[src/rtl/pacman_pkg.sv]
// Shared types and default point values for the Pacman score path.
package pacman_pkg;

    typedef logic [3:0] bcd_t;

    localparam int unsigned DOT_PTS_DEF   = 1;
    localparam int unsigned POWER_PTS_DEF = 5;
    localparam int unsigned GHOST_PTS_DEF = 2;
    localparam int unsigned DOT_COUNT_DEF = 240;

    localparam int unsigned PENDING_MAX   = 255;

endpackage

[src/rtl/bcd_digit.sv]
// One BCD digit counter; carry is combinational so digits chain as a ripple counter.
module bcd_digit
    import pacman_pkg::*;
(
    input  logic clk,
    input  logic rst,
    input  logic inc,
    input  logic clr,
    output bcd_t q,
    output logic carry
);

    bcd_t q_q;
    bcd_t q_d;

    assign q     = q_q;
    assign carry = inc && (q_q == 4'd9);

    // Next digit value: clear wins, otherwise increment with 9 -> 0 wrap.
    always_comb begin
        q_d = q_q;
        if (clr) begin
            q_d = '0;
        end else if (inc) begin
            q_d = (q_q == 4'd9) ? 4'd0 : q_q + 4'd1;
        end
    end

    // Digit register.
    always_ff @(posedge clk or posedge rst) begin
        if (rst) begin
            q_q <= '0;
        end else begin
            q_q <= q_d;
        end
    end

endmodule

[src/rtl/score_keeper.sv]
// Pacman score keeper: weights gameplay events into a pending pool, drains it
// one point per cycle into a saturating 3-digit BCD counter, frame-latches the
// digits for display and counts maze dots for level completion.
module score_keeper
    import pacman_pkg::*;
#(
    parameter int unsigned DOT_PTS   = DOT_PTS_DEF,
    parameter int unsigned POWER_PTS = POWER_PTS_DEF,
    parameter int unsigned GHOST_PTS = GHOST_PTS_DEF,
    parameter int unsigned DOT_COUNT = DOT_COUNT_DEF
) (
    input  logic       clk_pix,
    input  logic       rst_pix,
    input  logic       frame,
    input  logic       clear,
    input  logic       pellet,
    input  logic       power,
    input  logic       ghost,
    output logic [3:0] score,
    output logic [3:0] tens,
    output logic [3:0] hundreds,
    output logic       busy,
    output logic       level_clear
);

    logic [7:0] pending_q, pending_d;
    logic [1:0] combo_q, combo_d;
    logic [7:0] dot_q, dot_d;
    logic       lvl_q, lvl_d;
    bcd_t       ones_disp_q, ones_disp_d;
    bcd_t       tens_disp_q, tens_disp_d;
    bcd_t       hund_disp_q, hund_disp_d;

    logic [9:0] weight;
    logic [9:0] sum;
    logic [7:0] dot_inc;
    logic       drain;
    logic       sat;
    logic       count_inc;

    bcd_t ones_w, tens_w, hund_w;
    logic ones_carry, tens_carry, hund_carry;

    assign sat       = (hund_w == 4'd9) && (tens_w == 4'd9) && (ones_w == 4'd9);
    // The pool always drains; once saturated the counter just stops advancing,
    // so excess points are silently discarded one per cycle.
    assign drain     = (pending_q != 8'd0);
    assign count_inc = drain && !sat && !clear;

    // Working counter: ones -> tens -> hundreds ripple chain.
    bcd_digit u_ones (
        .clk   (clk_pix),
        .rst   (rst_pix),
        .inc   (count_inc),
        .clr   (clear),
        .q     (ones_w),
        .carry (ones_carry)
    );

    bcd_digit u_tens (
        .clk   (clk_pix),
        .rst   (rst_pix),
        .inc   (ones_carry),
        .clr   (clear),
        .q     (tens_w),
        .carry (tens_carry)
    );

    bcd_digit u_hund (
        .clk   (clk_pix),
        .rst   (rst_pix),
        .inc   (tens_carry),
        .clr   (clear),
        .q     (hund_w),
        .carry (hund_carry)
    );

    // Event weight for this cycle; ghost uses the combo value before any update.
    always_comb begin
        weight = '0;
        if (pellet) weight = weight + 10'(DOT_PTS);
        if (power)  weight = weight + 10'(POWER_PTS);
        if (ghost)  weight = weight + (10'(GHOST_PTS) << combo_q);
    end

    // Pending pool, combo, dot counter and frame latch next-state.
    always_comb begin
        sum         = {2'b00, pending_q} - {9'd0, drain} + weight;
        dot_inc     = dot_q + 8'd1;
        pending_d   = (sum > 10'(PENDING_MAX)) ? 8'(PENDING_MAX) : sum[7:0];
        combo_d     = combo_q;
        dot_d       = dot_q;
        lvl_d       = 1'b0;
        ones_disp_d = ones_disp_q;
        tens_disp_d = tens_disp_q;
        hund_disp_d = hund_disp_q;

        if (power) begin
            combo_d = 2'd0;
        end else if (ghost && combo_q != 2'd3) begin
            combo_d = combo_q + 2'd1;
        end

        if (pellet || power) begin
            if (dot_inc == 8'(DOT_COUNT)) begin
                dot_d = '0;
                lvl_d = 1'b1;
            end else begin
                dot_d = dot_inc;
            end
        end

        if (frame) begin
            ones_disp_d = ones_w;
            tens_disp_d = tens_w;
            hund_disp_d = hund_w;
        end

        if (clear) begin
            pending_d   = '0;
            combo_d     = '0;
            dot_d       = '0;
            lvl_d       = 1'b0;
            ones_disp_d = '0;
            tens_disp_d = '0;
            hund_disp_d = '0;
        end
    end

    // State registers.
    always_ff @(posedge clk_pix or posedge rst_pix) begin
        if (rst_pix) begin
            pending_q   <= '0;
            combo_q     <= '0;
            dot_q       <= '0;
            lvl_q       <= 1'b0;
            ones_disp_q <= '0;
            tens_disp_q <= '0;
            hund_disp_q <= '0;
        end else begin
            pending_q   <= pending_d;
            combo_q     <= combo_d;
            dot_q       <= dot_d;
            lvl_q       <= lvl_d;
            ones_disp_q <= ones_disp_d;
            tens_disp_q <= tens_disp_d;
            hund_disp_q <= hund_disp_d;
        end
    end

    assign score       = ones_disp_q;
    assign tens        = tens_disp_q;
    assign hundreds    = hund_disp_q;
    assign busy        = (pending_q != 8'd0);
    assign level_clear = lvl_q;

    logic unused_carry;
    assign unused_carry = hund_carry;

endmodule

[config.mk]
export PLATFORM = sky130hd
export DESIGN_NAME = score_keeper
export DESIGN_NICKNAME = d
export VERILOG_FILES = /design/src/rtl/pacman_pkg.sv /design/src/rtl/bcd_digit.sv /design/src/rtl/score_keeper.sv
export SDC_FILE = /design/constraint.sdc
export NUM_CORES = 1
export LEC_CHECK = 0
export CORE_ASPECT_RATIO = 1.4
export CORE_MARGIN = 2
export CORE_UTILIZATION = 30
export DETAILED_ROUTE_END_ITERATION = 16
export MAX_ROUTING_LAYER = met4
export PLACE_DENSITY = 0.56
export SLEW_MARGIN = 20
export SYNTH_ARGS = -nofsm -noshare
export SYNTH_HDL_FRONTEND = slang
export SYNTH_SLANG_ARGS = --single-unit
[constraint.sdc]
create_clock -name clk_pix -period 10.15 [get_ports clk_pix]
set_input_delay 1.015 -clock clk_pix [delete_from_list [all_inputs] [get_ports clk_pix]]
set_output_delay 1.015 -clock clk_pix [all_outputs]
set_load 0.02 [all_outputs]
# Word level (Yosys, flattened, before mapping)
# Cells that the tools add are included.
[word_totals]
out_inout_bits = 14
elab_cells = 72
inputBits = 7
ff_bits = 43
[op_classes]
n_shift = 1
n_reduce_logical = 17
muxes = 29
magnitude_cmp = 1
add_sub_neg = 9
eq_ne = 5
[op_table]
columns = ["cell", "count"]
rows = [
  ["two-way mux 4 bit", 15],
  ["two-way mux 8 bit", 5],
  ["adder 10 bit", 2],
  ["two-way mux 10 bit", 2],
  ["adder 4 x 1 -> 4 bit, second input constant", 3],
  ["equality test 4 bit, second input constant", 3],
  ["adder 10 x 3 -> 10 bit, second input constant", 1],
  ["> comparator 10 x 8 -> 1 bit, second input constant", 1],
  ["nonzero test 2 bit", 5],
  ["<< shifter 2 x 2 -> 10 bit, first input constant", 1],
  ["subtractor 8 x 1 -> 9 bit", 1],
  ["adder 8 x 1 -> 8 bit, second input constant", 1],
  ["equality test 8 bit, second input constant", 1],
  ["nonzero test 8 bit", 1],
  ["logical AND 1 bit", 7],
  ["two-way mux 2 bit", 3],
  ["two-way mux 1 bit", 4],
  ["nonzero test 3 bit", 1],
  ["adder 2 x 1 -> 2 bit, second input constant", 1],
  ["logical NOT 1 bit", 2],
  ["inequality test 2 bit, second input constant", 1],
  ["logical OR 1 bit", 1],
]

# Longest topological paths before layout
# Gate-level depths: netlist of run 1.
[logic_depth]
depth_word = 10
ltp_mapped = 14
depth_no_buf = 14

# By module
# A second synthesis of run 1 with hierarchy kept.
[unflattened]
hier_cells = 296
hier_area_um2 = 2835.2
[modules_own_cells]
columns = ["module", "seq_area_each_um2", "n_inst", "area_per_inst_um2", "cells_each"]
rows = [
  ["score_keeper", 775.7, 1, 2103.3, 215],
  ["bcd_digit", 100.1, 3, 244.0, 27],
]

# Least setup slack after synthesis of run 1
# OpenSTA, ideal clock, no wires.
[synth_path]
path_kind = "input to register"
startpoint = "input pellet"
endpoint = "register pending_q[0]"
setup_slack_ns = 6.504
arrival_time_ns = 3.509
n_path_buf = 0
setup_ns = 0.136
path_stages = 12
t_required_ns = 10.014
cell_sequence = "ha_1 -> ha_1 -> fa_1 -> xor2_1 -> and2_1 -> ha_1 -> o21ai_0 -> o21bai_1 -> a21oi_1 -> or3_4 -> o31ai_2 -> a21oi_1"
[synth_via]
elab_chain_cells = 9
[synth_rtl]
columns = ["item", "line", "rtl"]
rows = [
  ["start: declaration", "score_keeper.sv:16", "input logic pellet,"],
  ["two-way mux 1 bit (*)", "score_keeper.sv:81", "if (pellet) weight = weight + 10'(DOT_PTS);"],
  ["adder 10 x 3 -> 10 bit", "score_keeper.sv:82", "if (power) weight = weight + 10'(POWER_PTS);"],
  ["two-way mux 10 bit (*)", "score_keeper.sv:82", ""],
  ["adder 10 bit", "score_keeper.sv:83", "if (ghost) weight = weight + (10'(GHOST_PTS) << combo_q);"],
  ["two-way mux 10 bit (*)", "score_keeper.sv:83", ""],
  ["adder 10 bit (*)", "score_keeper.sv:88", "sum = {2'b00, pending_q} - {9'd0, drain} + weight;"],
  ["> comparator 10 x 8 -> 1 bit", "score_keeper.sv:90", "pending_d = (sum > 10'(PENDING_MAX)) ? 8'(PENDING_MAX) : sum[7:0];"],
  ["two-way mux 8 bit (*)", "score_keeper.sv:90", ""],
  ["two-way mux 8 bit (*)", "score_keeper.sv:119", "if (clear) begin"],
  ["net pending_d[0]", "score_keeper.sv:26", "logic [7:0] pending_q, pending_d;"],
  ["end signal: assignment", "score_keeper.sv:141", "pending_q <= pending_d;"],
  ["end: declaration", "score_keeper.sv:26", ""],
]
# Mark *: on every way through the listed nets, which the timed path passes. The rest lies on a longest branch.
# A chain may end at the register's enable or synchronous reset.

# Final worst setup path of run 1
[layout_path]
startpoint = "input power"
endpoint = "register pending_q[1]"
[layout_via]
elab_chain_cells = 7
[layout_rtl]
columns = ["item", "line", "rtl"]
rows = [
  ["start: declaration", "score_keeper.sv:17", "input logic power,"],
  ["two-way mux 10 bit (*)", "score_keeper.sv:82", ""],
  ["adder 10 bit", "score_keeper.sv:83", ""],
  ["two-way mux 10 bit (*)", "score_keeper.sv:83", ""],
  ["adder 10 bit (*)", "score_keeper.sv:88", ""],
  ["> comparator 10 x 8 -> 1 bit", "score_keeper.sv:90", ""],
  ["two-way mux 8 bit (*)", "score_keeper.sv:90", ""],
  ["two-way mux 8 bit (*)", "score_keeper.sv:119", ""],
  ["net pending_d[1]", "score_keeper.sv:26", ""],
]
# Marks and branches as above.

==> flow_metrics.tcl, run 1 <==
set metrics [dict create \
    status "finished clean" \
    crit_path_start_kind "primary input" \
    synth_compound_area_share_pct 12.4 \
    diodes 0 \
    tns_ns 0 \
    peakVddDrop_mv 0.146 \
    cts_htree_levels 2 \
    yosys_warnings 0 \
    ctsResizeCount 0 \
    post_synth_fa_ha_maj_area_fraction_pct 11.4 \
    grt_pass1_wl_um 8590 \
    first_iter_violations 78 \
    syn_nets 300 \
    cts.sinks 43 \
    ys_seq_area_share_pct 40.7 \
    drcViolationCount 0 \
    hold_viol 0 \
    cp_num_cells 13 \
    start_util_pct 30.9 \
    timing.critical_path.fanout_max 6 \
    grt_overflow 0 \
    hold_path_class "flip-flop to flip-flop" \
    dp_hpwl_um 3500 \
    first_global_vias 1881 \
    area_growth_pct 17.3 \
    synthArstFlopShare_pct 100 \
    portBuffers 20 \
    skew_ns 0.00366 \
    routed_wl_um 4790 \
    antenna_found_initial 0 \
    reg2regPathDepth 13 \
    syn_area_per_cell_um2 9.80 \
    p_int_w 0.000425 \
    crit_buf_inv 1 \
    synth_xor_area_share_pct 5.96 \
    synth_edf_count 0 \
    crit_path_end_kind "flip-flop" \
    finalCritPeriodShare_pct 41.1 \
    final_nets 322 \
    seq_power_share_pct 32.6 \
    clock_latency_ns 0.28 \
    hold_buffers 0 \
    final_cell_mix "dfrtp_1, nor2_1, o21ai_0, ha_1, clkdlybuf4s50_1" \
    tightest_slew_ns 0.720 \
    relSlewSlack_pct 51.9 \
    gp_congestion 0.749 \
    die_y_um 115 \
    synth_cells 270 \
    ant_nets 0 \
    slowest_stage "clkdlybuf4s50_1" \
    cts_setup_buffers 0 \
    die_x_um 83.4 \
    p_switching_w 0.000244 \
    cp.arrival_ns 4.32 \
    num_rows 40 \
    mappedNetlistArea_um2 2650 \
    final_cells 398 \
    viasPerCell 4.87 \
    wl_per_cell_um 12.0 \
    hold_path_depth 2 \
    p_leak_nw 1.38 \
    combPwrFrac_pct 42.7 \
    final_common_cell "dfrtp_1" \
    crit_type "primary input to flip-flop" \
    worstPathCellList "clkdlybuf4s50_1 -> ha_1 -> ha_1 -> fa_1 -> xor2_1 -> and2_1 -> ha_1 -> o21ai_0 -> o21bai_1 -> a21oi_1 -> or3_4 -> o31ai_2 -> a21oi_1" \
    drv_cap 0 \
    grtUsageTotal_pct 11.2 \
    max_stage_delay_ns 0.53 \
    grt_max_degree 44 \
    drive_above_1_share_pct 5.80 \
    clockPowerShare_pct 24.8 \
    clockBufferDepth 2 \
    cts_tree "yes" \
    swShare_pct 36.5 \
    yosysUniqueCellTypes 46 \
    synth_top_family_by_area "simple AND/OR/NAND/NOR gates" \
    crit_top_cell "ha_1" \
    dp.cells 390 \
    cp_data_required_time_ns 10.29 \
    clk_pin_slew_ns 0.06 \
    numCtsBuffers 5 \
    synth_mux_area_share_pct 6.48 \
    setup_viol 0 \
    vias 1939 \
    synth_seq_cells 43 \
    dr.pass1.iters 4 \
    grt_setup_unrepaired "false" \
    finalCriticalPeriod_ns 4.17 \
    dieArea_um2 9600 \
    yosys.area_share.simple_pct 19.3 \
    max_freq_mhz 240 \
    cp_top_family "adder cells" \
    core_region_area_um2 8560 \
    ios 21 \
    slew_viol_final 0 \
    yosys_most_used_dff "dfrtp_1" \
    p_per_area_nw_per_um2 215 \
    cts-root-buf "clkbuf_16" \
]
-- cell families (layout without fill, tap and decap cells) --
| logic type | after synthesis | count (layout) |
|---|---|---|
| compound gates | 56 | 56 |
| xor+xnor | 18 | 18 |
| flops | 43 | 43 |
| mux | 17 | 17 |
| fa+ha+maj | 23 | 23 |
| buf+inv | 21 | 44 |
| simple gates | 92 | 92 |
-- through the flow --
stage | worst slack, ns | instance area, um^2 | utilization [%] | total power [W] | hold WS [ns]
floorplan | 6.50 | 2650 | - | 0.000445 | 0.511
global placement | 5.73 | 2950 | 34.4 | 0.000505 | 0.501
detailed placement | 5.66 | 2950 | 34.4 | 0.000506 | 0.516
CTS | 5.96 | 3100 | 36.3 | 0.000679 | 0.530
global route | 5.74 | 3100 | 36.3 | 0.000732 | 0.547
finish | 5.98 | 3100 | 36.3 | 0.000668 | 0.519
-- power groups by stage --
stage	combinational [W]	clock [W]	sequential (W)
floorplan	0.000228	0	0.000218
CTS	0.000289	0.000173	0.000218
finish	0.000285	0.000165	0.000218
detailed placement	0.000285	0	0.000221
global placement	0.000284	0	0.000220
global route	0.000330	0.000180	0.000222
-- layer usage --
| layer | wire length [um] | GRT usage, % |
|---|---|---|
| met2 | 2310 | 18.5 |
| met5 | 0 | - |
| met1 | 2280 | 13.7 |
| met4 | 69 | 3.28 |
| met3 | 128 | 2.73 |
-- worst paths after layout --
path,from,endpoint,slack (ns)
worst max-delay path,power,pending_q[1],5.98
worst min-delay path,hundreds[0],hundreds[0],0.52
worst max register to register,pending_q[4],pending_q[1],6.34
worst min register to register,hundreds[0],hundreds[0],0.52
max in group asynchronous,rst_pix,tens[3],8.62
min in group asynchronous,rst_pix,pending_q[6],1.17
-- tightest hold or removal path, stage by stage, from the launching register on --
cell and delay, ns:
dfrtp_1 0.34, mux2i_1 0.06, nor2_1 0.08
-- synthesized netlist by cell type, types with 2 or more instances --
library cell / n / area, um^2
a211oi_1: 4 / 30.0
a21o_1: 4 / 30.0
a21oi_1: 19 / 95.1
and2_1: 2 / 12.5
and3_1: 3 / 18.8
clkbuf_1: 4 / 15.0
clkbuf_8: 2 / 27.5
dfrtp_1: 43 / 1080
fa_1: 2 / 40.0
ha_1: 21 / 263
inv_1: 14 / 52.6
mux2i_1: 16 / 160
nand2_1: 16 / 60.1
nand2b_1: 5 / 31.3
nand3_1: 3 / 15.0
nand3b_1: 5 / 37.5
nand4_1: 2 / 12.5
nor2_1: 29 / 109
nor2b_1: 4 / 25.0
nor3_1: 6 / 30.0
nor3b_1: 2 / 15.0
nor4_1: 2 / 12.5
o21ai_0: 21 / 105
or3_1: 2 / 12.5
or3b_2: 2 / 17.5
xnor2_1: 9 / 78.8
xor2_1: 9 / 78.8
-- state kept, by name, indices dropped and copies added (netlist names) --
name / cells
score: 4
pending_q: 8
hundreds: 4
dot_q: 8
tens: 4
combo_q: 2
level_clear: 1
u_tens.q: 4
u_ones.q: 4
u_hund.q: 4
-- final cells by class --
type,instances,area (um^2)
inverter,14,52.6
multi-input combinational,206,1470
timing repair buffer,22,215
sequential,43,1080
tap,105,131
fill,832,5460
clock buffer,8,156
Power figures use the tool's default switching activity.
==> run 2, diff against run 1 <==
- clock period: 10.15 -> 4.3 ns (I/O delays scaled with it)
==> run 2 against run 1 <==
Against the previous run: non-clock buffer count rose by 1; wire length up 2.1%; clock skew is 0.0012 ns higher; global-route usage increased by 0.061 points; clock power rose to 2.7 times the previous value; combinational power rose by 140%; die area did not move; sequential share of layout area fell by 0.28 points; via count rose by 0.93%; critical path depth is 1 higher; final cell count rose by 0.25%; core utilization grew 0.29 points; largest cell class unchanged.
==> flow_metrics.tcl, run 2 (same netlist as run 1, synthesis figures left out) <==
set metrics [dict create \
    die_x_um 83.4 \
    ios 21 \
    cp_data_required_time_ns 4.45 \
    ant_nets 0 \
    portBuffers 20 \
    gp_congestion 0.749 \
    antenna_found_initial 0 \
    grt_setup_unrepaired "false" \
    die_y_um 115 \
    hold_buffers 0 \
    finalCritPeriodShare_pct 83.9 \
    cts_setup_buffers 0 \
    cts_htree_levels 2 \
    clk_pin_slew_ns 0.06 \
    first_iter_violations 60 \
    p_per_area_nw_per_um2 525 \
    dp_hpwl_um 3510 \
    relSlewSlack_pct 50.6 \
    drv_cap 0 \
    hold_viol 0 \
    tightest_slew_ns 0.738 \
    final_nets 323 \
    drive_above_1_share_pct 6.46 \
    swShare_pct 35.7 \
    clockBufferDepth 2 \
    finalCriticalPeriod_ns 3.61 \
    wl_per_cell_um 12.3 \
    multi_input_area_um2 1470 \
    tns_ns 0 \
    slew_viol_final 0 \
    max_freq_mhz 277 \
    final_cell_mix "dfrtp_1, nor2_1, o21ai_0, ha_1, clkdlybuf4s50_1" \
    cts-root-buf "clkbuf_16" \
    dr.pass1.iters 4 \
    diodes 0 \
    final_common_cell "dfrtp_1" \
    grt_pass1_wl_um 8690 \
    crit_path_start_kind "flip-flop" \
    numCtsBuffers 5 \
    hold_path_depth 2 \
    clock_latency_ns 0.28 \
    first_global_vias 1911 \
    combPwrFrac_pct 41.8 \
    grtUsageTotal_pct 11.3 \
    seqCellArea_um2 1080 \
    p_int_w 0.00105 \
    core_region_area_um2 8560 \
    skew_ns 0.00482 \
    setup_viol 0 \
    fill_cells 845 \
    ctsResizeCount 0 \
    p_total_w 0.00164 \
    timing.critical_path.fanout_max 6 \
    reg2regPathDepth 14 \
    clockPowerShare_pct 26.9 \
    p_leak_nw 1.39 \
    crit_path_end_kind "flip-flop" \
    reg_top3 "dot_q x8, pending_q x8" \
    grt_overflow 0 \
    p_switching_w 0.000586 \
    start_util_pct 30.9 \
    vias 1957 \
    num_rows 40 \
    status "finished clean" \
    hold_path_class "flip-flop to flip-flop" \
    crit_type "flip-flop to flip-flop" \
    drcViolationCount 0 \
    area_growth_pct 18.2 \
    dieArea_um2 9600 \
    peakVddDrop_mv 0.349 \
    routed_wl_um 4890 \
    grt_max_degree 44 \
    seq_power_share_pct 31.3 \
    cts_tree "yes" \
    cts.sinks 43 \
    cp.arrival_ns 3.76 \
    viasPerCell 4.90 \
]
[run 2: changes by cell type in the layout (fill, tap and decap cells not counted), sizes merged]
cell,change
buf,+1
bufinv,+1
clkbuf,-2
clkinv,+1
[run 2: layout make-up]
| class | count | share of cell area, % |
|---|---|---|
| clock buffers | 6 | 4.44 |
| clock inverters | 2 | 1.12 |
| inverters | 14 | 1.68 |
| multi-input cells | 206 | 47.0 |
| flip-flops and latches | 43 | 34.4 |
| well taps | 105 | 4.20 |
| repair buffers | 23 | 7.12 |
[run 2: final timing paths]
path / startpoint / to / slack, ns
max: pending_q[4] / pending_q[1] / 0.69
min: hundreds[0] / hundreds[0] / 0.52
max reg2reg: pending_q[4] / pending_q[1] / 0.69
min reg2reg: hundreds[0] / hundreds[0] / 0.52
max in group asynchronous: rst_pix / dot_q[2] / 3.34
min in group asynchronous: rst_pix / score[1] / 0.58
[run 2: routing by layer]
layer  global-route usage (%)  vias up  routed length, um
met2                     18.9       36               2340
li1                         -      995                  -
met5                        -        -                  0
met1                     13.5      920               2300
met3                     2.51        6                177
met4                     3.61        0                 78
[run 2: worst max-delay path, cell delays in order (launching register included)]
cell and delay (ns):
dfrtp_1 0.46, nor4_1 0.09, buf_4 0.15, nand2_1 0.14, ha_1 0.21, ha_1 0.21, or3b_2 0.49, xnor2_1 0.17
ha_1 0.33, o21ai_0 0.08, o21bai_1 0.13, a21oi_1 0.15, or3_4 0.36, o31ai_2 0.38, a21oi_1 0.13
[run 2: per-stage QoR]
step | area (um^2) | std cells | hold slack [ns] | utilization (%) | setup slack (ns)
after floorplan | 2650 | 270 | 0.501 | - | 0.909
after global placement | 2950 | 391 | 0.501 | 34.5 | 0.463
after detailed placement | 2950 | 391 | 0.512 | 34.5 | 0.388
after CTS | 3130 | 399 | 0.531 | 36.5 | 0.685
after global routing | 3130 | 399 | 0.548 | 36.5 | 0.411
final | 3130 | 399 | 0.519 | 36.5 | 0.693
[run 2: power groups by stage]
stage | sequential, W | combinational [W] | clock (W)
after global placement | 0.000520 | 0.000682 | 0
after CTS | 0.000514 | 0.000692 | 0.000455
after global routing | 0.000523 | 0.000789 | 0.000468
after floorplan | 0.000514 | 0.000538 | 0
final | 0.000514 | 0.000686 | 0.000441
after detailed placement | 0.000521 | 0.000685 | 0
==> run 3, diff against run 2 <==
- PLACE_DENSITY: 0.56 -> 0.57
- clock period: 4.3 -> 3.05 ns (I/O delays scaled with it)
==> run 3 against run 2 <==
Against the previous run: first-iteration DRC count increased by 18%; register-to-register slack got worse by 0.68 ns; flip-flop and latch count did not move; clock power grew 22%; count of clock-buffer cells in the layout fell by 1; critical path depth stayed put; clock skew hardly changed; critical path type unchanged; critical endpoint unchanged; final area rose by 12%; total power rose by 73%; sequential power increased by 41%; final cell count up 6.5%; combinational power is 130% higher.
==> flow_metrics.tcl, run 3 (same netlist as run 1, synthesis figures left out) <==
set metrics [dict create \
    dp_slack_ns -0.436 \
    numCtsBuffers 5 \
    gp_congestion 0.782 \
    finalCriticalPeriod_ns 3.04 \
    final_util_pct 40.9 \
    area_growth_pct 32.2 \
    cts.sinks 43 \
    ios 21 \
    final_common_cell "dfrtp_1" \
    clock_latency_ns 0.29 \
    start_util_pct 30.9 \
    routed_wl_um 5500 \
    reg2regPathDepth 14 \
    finalCritPeriodShare_pct 99.6 \
    hold_path_class "primary input to async pin" \
    first_global_vias 2093 \
    cts_htree_levels 2 \
    grt_max_degree 40 \
    slew_viol_final 0 \
    vias 2059 \
    peakVddDrop_mv 0.667 \
    grt_overflow 0 \
    clk_pin_slew_ns 0.07 \
    cp_top_family "simple AND/OR/NAND/NOR gates" \
    dpl-instance-area_um2 3140 \
    grt_setup_unrepaired "true" \
    dr.pass1.iters 4 \
    crit_type "flip-flop to flip-flop" \
    first_iter_violations 71 \
    timing.critical_path.fanout_max 6 \
    skew_ns 0.00492 \
    num_rows 40 \
    reg_top3 "dot_q x8, pending_q x8" \
    relSlewSlack_pct 41.5 \
    slowest_stage "dfrtp_2" \
    max_freq_mhz 329 \
    p_leak_nw 1.53 \
    diodes 0 \
    hold_buffers 0 \
    status "finished clean" \
    p_per_area_nw_per_um2 811 \
    reg2reg_slack_ns 0.01 \
    r2r-end "pending_q[1]" \
    drv_cap 0 \
    tns_ns 0 \
    crit_buf_inv 1 \
    timing.rr.start "pending_q[5]" \
    crit_path_end_kind "flip-flop" \
    dp_hpwl_um 3970 \
    crit_path_start_kind "flip-flop" \
    portBuffers 20 \
    cp.arrival_ns 3.19 \
    dieArea_um2 9600 \
    grt_pass1_wl_um 9400 \
    drcViolationCount 0 \
    drive_above_1_share_pct 22.2 \
    p_total_w 0.00284 \
    wl_per_cell_um 12.9 \
    clockBufferDepth 2 \
    worstPathCellList "nor4_4 -> nand2_2 -> ha_4 -> ha_4 -> or3b_4 -> xnor2_2 -> ha_1 -> o21ai_1 -> o21bai_1 -> a21oi_2 -> or3_4 -> o31ai_4 -> buf_6 -> a21oi_2" \
    hold_viol 0 \
    die_y_um 115 \
    ant_nets 0 \
    cp_data_required_time_ns 3.20 \
    die_x_um 83.4 \
    cts-root-buf "clkbuf_16" \
    viasPerCell 4.84 \
    antenna_found_initial 0 \
    final_nets 349 \
    final_cell_mix "dfrtp_1, nor2_1, buf_4" \
    cts_tree "yes" \
    max_stage_delay_ns 0.42 \
    fin_area_um2 3500 \
    core_region_area_um2 8560 \
    setup_viol 0 \
    tightest_slew_ns 0.872 \
    layout_setup_ws_ns 0.0110 \
    grtUsageTotal_pct 12.4 \
]
==> run 3: how the worst max path moves through the flow <==
stage | from | endpoint | slack, ns | depth (start not counted)
floorplan | pending_q[4] | pending_q[5] | 0.02 | 13
global placement | pellet | pending_q[0] | -0.34 | 13
detailed placement | pellet | pending_q[0] | -0.44 | 14
CTS | pending_q[5] | pending_q[2] | -0.07 | 13
global route | pending_q[0] | pending_q[3] | -0.12 | 14
finish | pending_q[5] | pending_q[1] | 0.01 | 14
==> run 3: report_power, final <==
part / switching, W / internal [W]
clock network: 0.000231 / 0.000306
logic: 0.000774 / 0.000800
registers: 0.0000784 / 0.000646
==> run 3: timing repair <==
item / CTS / global route
buffers inserted: 7 / 3
pin swaps: 14 / 10
gates resized for setup: 13 / 19
hold endpoints to repair: 0 / 0
endpoints found under the setup margin: 8 / 8
==> run 3: metal layers <==
metal  global-route usage [%]  vias up  share of wire, %
met2                     22.0       23                51
met4                     4.15        0               1.7
met5                        -        -                 0
li1                         -     1042                 -
met3                     3.09        9               3.1
met1                     13.6      985                44
==> run 3: layout make-up <==
class	count	area, um^2
Timing Repair Buffer	49	424
Inverter	14	52.6
Multi-Input combinational cell	206	1660
Clock buffer	5	125
Sequential cell	43	1080
Clock inverter	3	23.8
Fill cell	839	5060
Tap cell	105	131
==> run 3: metrics by stage <==
step	cells	hold WS, ns
6_report	425	0.399
5_1_grt	425	0.473
4_1_cts	424	0.420
3_5_place_dp	409	0.514
3_3_place_gp	409	0.503
2_1_floorplan	270	0.376
